`src/rtl/ps2_lane_key_decoder_if.sv`:
```
// Byte stream from PS2_Controller into the lane key decoder.
// master drives received_data/received_data_en; slave consumes them.
interface ps2_lane_key_decoder_if;
  logic [7:0] received_data;
  logic       received_data_en;

  modport master (
    output received_data,
    output received_data_en
  );

  modport slave (
    input received_data,
    input received_data_en
  );
endinterface

```
`src/rtl/ps2_lane_key_decoder.sv`:
```
// PS/2 make/break + E0 parser feeding per-lane held state and
// hit/miss judgement against the tile in the hit row.
module ps2_lane_key_decoder #(
  parameter int NUM_LANES      = 4,
  parameter int COL_W          = 3,
  parameter int CNT_W          = 8,
  parameter bit REQUIRE_EXT    = 1'b1,
  parameter int PREFIX_TIMEOUT = 1_000_000,
  parameter logic [8*NUM_LANES-1:0] LANE_CODES = 32'h7475_726B
) (
  input  logic                 clock,
  input  logic                 resetn,
  input  logic                 check_input,
  ps2_lane_key_decoder_if.slave ps2,
  input  logic                 tile_valid,
  input  logic [COL_W-1:0]     tile_column,
  input  logic                 counts_clear,
  output logic [NUM_LANES-1:0] key_held,
  output logic [NUM_LANES-1:0] key_press,
  output logic                 hit_pulse,
  output logic                 miss_pulse,
  output logic [CNT_W-1:0]     hit_count,
  output logic [CNT_W-1:0]     miss_count,
  output logic [1:0]           parser_state
);

  localparam int LW = (NUM_LANES > 1) ? $clog2(NUM_LANES) : 1;
  localparam int TO_W =
    (PREFIX_TIMEOUT > 2) ? $clog2(PREFIX_TIMEOUT) : 1;
  localparam logic [TO_W-1:0] TO_MAX = TO_W'(PREFIX_TIMEOUT - 1);

  typedef enum logic [1:0] {
    IDLE    = 2'd0,
    EXT     = 2'd1,
    BRK     = 2'd2,
    EXT_BRK = 2'd3
  } state_e;

  state_e               state_q, state_d;
  logic [TO_W-1:0]      to_q, to_d;
  logic [NUM_LANES-1:0] held_q, held_d;
  logic [NUM_LANES-1:0] press_q, press_d;
  logic                 hit_q, hit_d;
  logic                 miss_q, miss_d;
  logic [CNT_W-1:0]     hc_q, hc_d;
  logic [CNT_W-1:0]     mc_q, mc_d;

  logic          is_code;
  logic          ext;
  logic          brk;
  logic          found;
  logic [LW-1:0] lane;

  always_comb begin
    state_d = state_q;
    to_d    = to_q;
    held_d  = held_q;
    press_d = '0;
    hit_d   = 1'b0;
    miss_d  = 1'b0;
    hc_d    = hc_q;
    mc_d    = mc_q;
    is_code = 1'b0;
    found   = 1'b0;
    lane    = '0;
    ext     = (state_q == EXT) || (state_q == EXT_BRK);
    brk     = (state_q == BRK) || (state_q == EXT_BRK);

    if (ps2.received_data_en) begin
      to_d = '0;
      unique case (1'b1)
        ps2.received_data == 8'hE0: state_d = EXT;
        ps2.received_data == 8'hF0:
          state_d = ext ? EXT_BRK : BRK;
        default: begin
          is_code = 1'b1;
          state_d = IDLE;
        end
      endcase
    end else if (state_q != IDLE) begin
      // a lost byte must not leave a stale prefix forever
      if (to_q == TO_MAX) begin
        state_d = IDLE;
        to_d    = '0;
      end else begin
        to_d = to_q + 1'b1;
      end
    end else begin
      to_d = '0;
    end

    for (int k = 0; k < NUM_LANES; k++) begin
      if (!found &&
          ps2.received_data == LANE_CODES[8*k +: 8] &&
          (ext || !REQUIRE_EXT)) begin
        found = 1'b1;
        lane  = LW'(k);
      end
    end

    if (!check_input) begin
      held_d = '0;
    end else if (is_code && found) begin
      if (brk) begin
        held_d[lane] = 1'b0;
      end else if (!held_q[lane]) begin
        held_d[lane]  = 1'b1;
        press_d[lane] = 1'b1;
        if (tile_valid && 32'(tile_column) == 32'(lane))
          hit_d = 1'b1;
        else
          miss_d = 1'b1;
      end
    end

    if (counts_clear)
      hc_d = '0;
    else if (hit_d && hc_q != '1)
      hc_d = hc_q + 1'b1;

    if (counts_clear)
      mc_d = '0;
    else if (miss_d && mc_q != '1)
      mc_d = mc_q + 1'b1;
  end

  always_ff @(posedge clock or negedge resetn) begin
    if (!resetn) begin
      state_q <= IDLE;
      to_q    <= '0;
      held_q  <= '0;
      press_q <= '0;
      hit_q   <= 1'b0;
      miss_q  <= 1'b0;
      hc_q    <= '0;
      mc_q    <= '0;
    end else begin
      state_q <= state_d;
      to_q    <= to_d;
      held_q  <= held_d;
      press_q <= press_d;
      hit_q   <= hit_d;
      miss_q  <= miss_d;
      hc_q    <= hc_d;
      mc_q    <= mc_d;
    end
  end

  assign key_held     = held_q;
  assign key_press    = press_q;
  assign hit_pulse    = hit_q;
  assign miss_pulse   = miss_q;
  assign hit_count    = hc_q;
  assign miss_count   = mc_q;
  assign parser_state = state_q;

endmodule

```
`src/flat_wrapper.sv`:
```
// flat-port wrapper written by rule: the top's interface ports become plain ports
module ps2_lane_key_decoder_flat 
#(
  parameter int NUM_LANES      = 4,
  parameter int COL_W          = 3,
  parameter int CNT_W          = 8,
  parameter bit REQUIRE_EXT    = 1'b1,
  parameter int PREFIX_TIMEOUT = 1_000_000,
  parameter logic [8*NUM_LANES-1:0] LANE_CODES = 32'h7475_726B
)
  (clock, resetn, check_input, tile_valid, tile_column, counts_clear, key_held, key_press, hit_pulse, miss_pulse, hit_count, miss_count, parser_state, ps2_received_data, ps2_received_data_en);
  ps2_lane_key_decoder_if ps2_i ();
  input  logic clock;
  input  logic resetn;
  input  logic check_input;
  input  logic tile_valid;
  input  logic [COL_W-1:0] tile_column;
  input  logic counts_clear;
  output logic [NUM_LANES-1:0] key_held;
  output logic [NUM_LANES-1:0] key_press;
  output logic hit_pulse;
  output logic miss_pulse;
  output logic [CNT_W-1:0] hit_count;
  output logic [CNT_W-1:0] miss_count;
  output logic [1:0] parser_state;
  input wire logic [$bits(ps2_i.received_data)-1:0] ps2_received_data;
  input wire logic [$bits(ps2_i.received_data_en)-1:0] ps2_received_data_en;
  assign ps2_i.received_data = ps2_received_data;
  assign ps2_i.received_data_en = ps2_received_data_en;
  ps2_lane_key_decoder #(.NUM_LANES(NUM_LANES), .COL_W(COL_W), .CNT_W(CNT_W), .REQUIRE_EXT(REQUIRE_EXT), .PREFIX_TIMEOUT(PREFIX_TIMEOUT), .LANE_CODES(LANE_CODES)) u_core (.clock(clock), .resetn(resetn), .check_input(check_input), .ps2(ps2_i), .tile_valid(tile_valid), .tile_column(tile_column), .counts_clear(counts_clear), .key_held(key_held), .key_press(key_press), .hit_pulse(hit_pulse), .miss_pulse(miss_pulse), .hit_count(hit_count), .miss_count(miss_count), .parser_state(parser_state));
endmodule
```
`config.mk`:
```
export PLATFORM = sky130hd
export DESIGN_NAME = ps2_lane_key_decoder_flat
export DESIGN_NICKNAME = d
export VERILOG_FILES = /design/src/rtl/ps2_lane_key_decoder_if.sv /design/src/rtl/ps2_lane_key_decoder.sv /design/src/flat_wrapper.sv
export SDC_FILE = /design/constraint.sdc
export NUM_CORES = 1
export LEC_CHECK = 0
export BUFFER_PORTS_ARGS = -buffer_cell sky130_fd_sc_hd__buf_2
export CORE_MARGIN = 5
export CORE_UTILIZATION = 39
export DETAILED_ROUTE_END_ITERATION = 7
export SYNTH_ARGS = -nofsm -noshare
export SYNTH_HDL_FRONTEND = slang
export SYNTH_SLANG_ARGS = --single-unit
```
`constraint.sdc`:
```
create_clock -name clock -period 2.55 [get_ports clock]
set_input_delay 0.51 -clock clock [delete_from_list [all_inputs] [get_ports clock]]
set_output_delay 0.51 -clock clock [all_outputs]
set_load 0.01 [all_outputs]
```
==> impl_metrics.toml <==
[run_status]
status = "complete, no violations"

[critical_path]
max_stage_delay_ps = 560
slowest_stage = "or4_1"
r2r_slack_ps = 220
start_kind = "primary input"
path_buf_inv = 1
cpLargestDelayFamily = "simple AND/OR/NAND/NOR gates"
worst_ep_required_time_ps = 2780
cp_cell_sequence = "buf_2, or3b_4, a211oi_4, o221a_2, nand2_2, or4_1, a221oi_2"
end_kind = "flop"
arrival_ps = 2570
crit_type = "primary input to flop"
crit_fanout = 8

[cells_and_area]
fill_cells = 609
layout.nets = 361
drive_gt1_share_pct = 25.7
final_cells = 419
num_antenna_cells = 0
syn_to_final_growth_pct = 21.1
final_area_sq_um = 3160

[routing]
vias = 2264
first_iter_violations = 62
avgRoutedWirePerCell_um = 15.2
viasPerCell = 5.40
drc = 0
finalWirelength_um = 6370
firstDrtPassIters = 4
drtAntennaViolNets = 0

[clock_tree]
cts_buffers = 5
cts_tree = "yes"
cts_buffer_depth = 2
cts_sinks = 48
holdBufCountCts = 0
post-cts-setup-buffers = 0
clock_latency_ps = 310
path_clk_slew_ps = 100
h-tree-depth = 2
cts_resized = 0
root_buffer = "clkbuf_8"

[grt]
grt_pass1_vias = 2252
grt_util_met1_pct = 21.6
use_met3_pct = 3.19
top_usage_layer = "met2"
grt-ovfl-total = 0
grt_util_met2_pct = 24.8
grt_usage_pct = 15.6
antenna_found_initial = 0
grt_pass1_wl_um = 10800
grt_max_degree = 49

[timing]
hold_violations = 0
worst_slew_pin_slew_ps = 627
finalSetupViolCount = 0
rsz0062_at_grt = "false"
clock_skew_ps = 13.2
post-route-min-period_ps = 2340
slew_violations = 0
min_period_over_period_pct = 91.7
slew_headroom_pct = 58.2
timing.fmax_mhz = 428
worst_slack_ps = 211

[synth]
synth_ff_type = "dfrtp_1"
synth_cell_types = 51
synthesis.nets = 296
synth-edff-count = 0
synthArstFlopShare_pct = 100
syn_inst = 276
synth-seq-cells = 48
synth_area_per_cell_sq_um = 9.46
syn_area_sq_um = 2610
yosys_warnings = 0
ys_seq_area_share_pct = 46.0

[placement]
hpwl_um = 4670
dpl_cell_area_sq_um = 3070
port_buffers = 44
dp_cells = 411
post-place-ws_ps = -96.7
gp_congestion = 0.805

[die]
start_util_pct = 40.7
rows = 29
chipWidth_um = 91.8
die_h_um = 91.8
ios = 45
core_sq_um = 6420
dieArea_sq_um = 8430

[power_and_ir_drop]
leakagePower_nw = 1.45
power_mw = 1.34
vdd_ir_drop_max_uv = 189
power_density_nw_per_um2 = 422

[job]
maxCapViolCount = 0

[min_path]
hp-class = "primary input to async pin"
[Yosys cell counts (2+ instances only)]
library cell   n  share of area (%)
a21oi_1       12                2.3
a31oi_1        2               0.48
and2_1         3               0.72
and3_1         9                2.2
and4_1         3                1.0
and4b_1        3                1.2
clkbuf_1       7                1.0
dfrtp_1       48                 46
ha_1           3                1.4
inv_1          9                1.3
mux2_2         3                1.3
mux2i_1        3                1.2
nand2_1       15                2.2
nand2b_1       4               0.96
nand3_1       19                3.6
nand3b_1       2               0.57
nand4_1        6                1.4
nand4b_1       3                1.0
nor2_1        46                6.6
nor2b_1        6                1.4
nor3_1         2               0.38
nor4_1         3               0.72
o21ai_0        6                1.2
o221a_2        4                1.7
o31ai_1        3               0.86
o41ai_1        3                1.0
or3_1          4               0.96
or4_1          4                1.2
or4b_1         2               0.77
xnor2_1        4                1.3
xor2_1        15                5.0
[worst reg2reg max path: cells and delay by family, from the launching register on]
family             cells  cell delay [ps]
and+or+nand+nor        4             1340
DFF                    1              430
muxes                  1              370
AOI/OAI and AO/OA      1               90
[through the flow]
step | hold WS (ps) | utilization [%] | setup TNS, ps
after floorplan | 214 | - | 0
after global placement | 495 | 47.7 | -30.9
after detailed placement | 504 | 47.7 | -236
after CTS | 320 | 49.2 | 0
after global routing | 359 | 49.2 | 0
final | 289 | 49.2 | 0
[layout make-up]
class | instances | area, sq um | area share (%)
multi-input combinational | 210 | 1340 | 42.5
sequential | 48 | 1200 | 38.0
inverter | 9 | 33.8 | 1.07
timing repair buffer | 67 | 393 | 12.4
clock buffer | 5 | 68.8 | 2.18
tap | 77 | 96.3 | 3.05
clock inverter | 3 | 26.3 | 0.831
[worst paths after layout]
check | end | cells past startpoint | start
max | u_core.miss_count[6] | 7 | ps2_received_data[2]
min | u_core.hit_count[7] | 2 | resetn
max reg2reg | u_core.hit_count[4] | 6 | u_core.parser_state[0]
min reg2reg | u_core.to_q[0] | 1 | u_core.to_q[0]
max in group asynchronous | u_core.to_q[7] | 2 | resetn
min in group clock | u_core.key_held[2] | 2 | check_input
[power by group]
part | switching, mW | internal [mW] | leakage [nW]
Clock | 0.291 | 0.202 | 0.0491
Sequential | 0.000274 | 0.761 | 0.671
Combinational | 0.0519 | 0.0296 | 0.730
[cell usage in the layout, fill, tap and decap left out, types with 4 or more instances in the layout]
cell type and count:
nor2_1 46, a21oi_1 12, buf_2 44, nand4_1 6
clkbuf_8 5, or3_1 4, or4_1 4, nor2b_1 6
dfrtp_1 48, buf_4 23, o221a_2 4, inv_1 9
o21ai_0 5, xor2_1 15, nand3_1 19, nand2b_1 4
nand2_1 15, and3_1 9, xnor2_1 4
[routing by layer]
metal  share of wire (%)  up-vias
met2                  45       46
li1                    -     1123
met5                   0        -
met4                0.74        0
met1                  51     1091
met3                 4.0        4
[cells by family after synthesis]
family	after synthesis	synth area share (%)
and+or+nand+nor	141	29.6
buffers and inverters	18	2.64
AOI/OAI and AO/OA	41	11.5
xor gates and xnor gates	19	6.37
adders and majority gates	3	1.44
muxes	6	2.44
DFF	48	46.0
[flip-flops by register name, indices dropped and copies added (netlist names)]
| signal | count |
|---|---|
| u_core.hit_count | 8 |
| u_core.hit_pulse | 1 |
| u_core.key_held | 4 |
| u_core.key_press | 4 |
| u_core.miss_count | 8 |
| u_core.miss_pulse | 1 |
| u_core.parser_state | 2 |
| u_core.to_q | 20 |
Note: power is estimated with default switching activity, not from simulation.
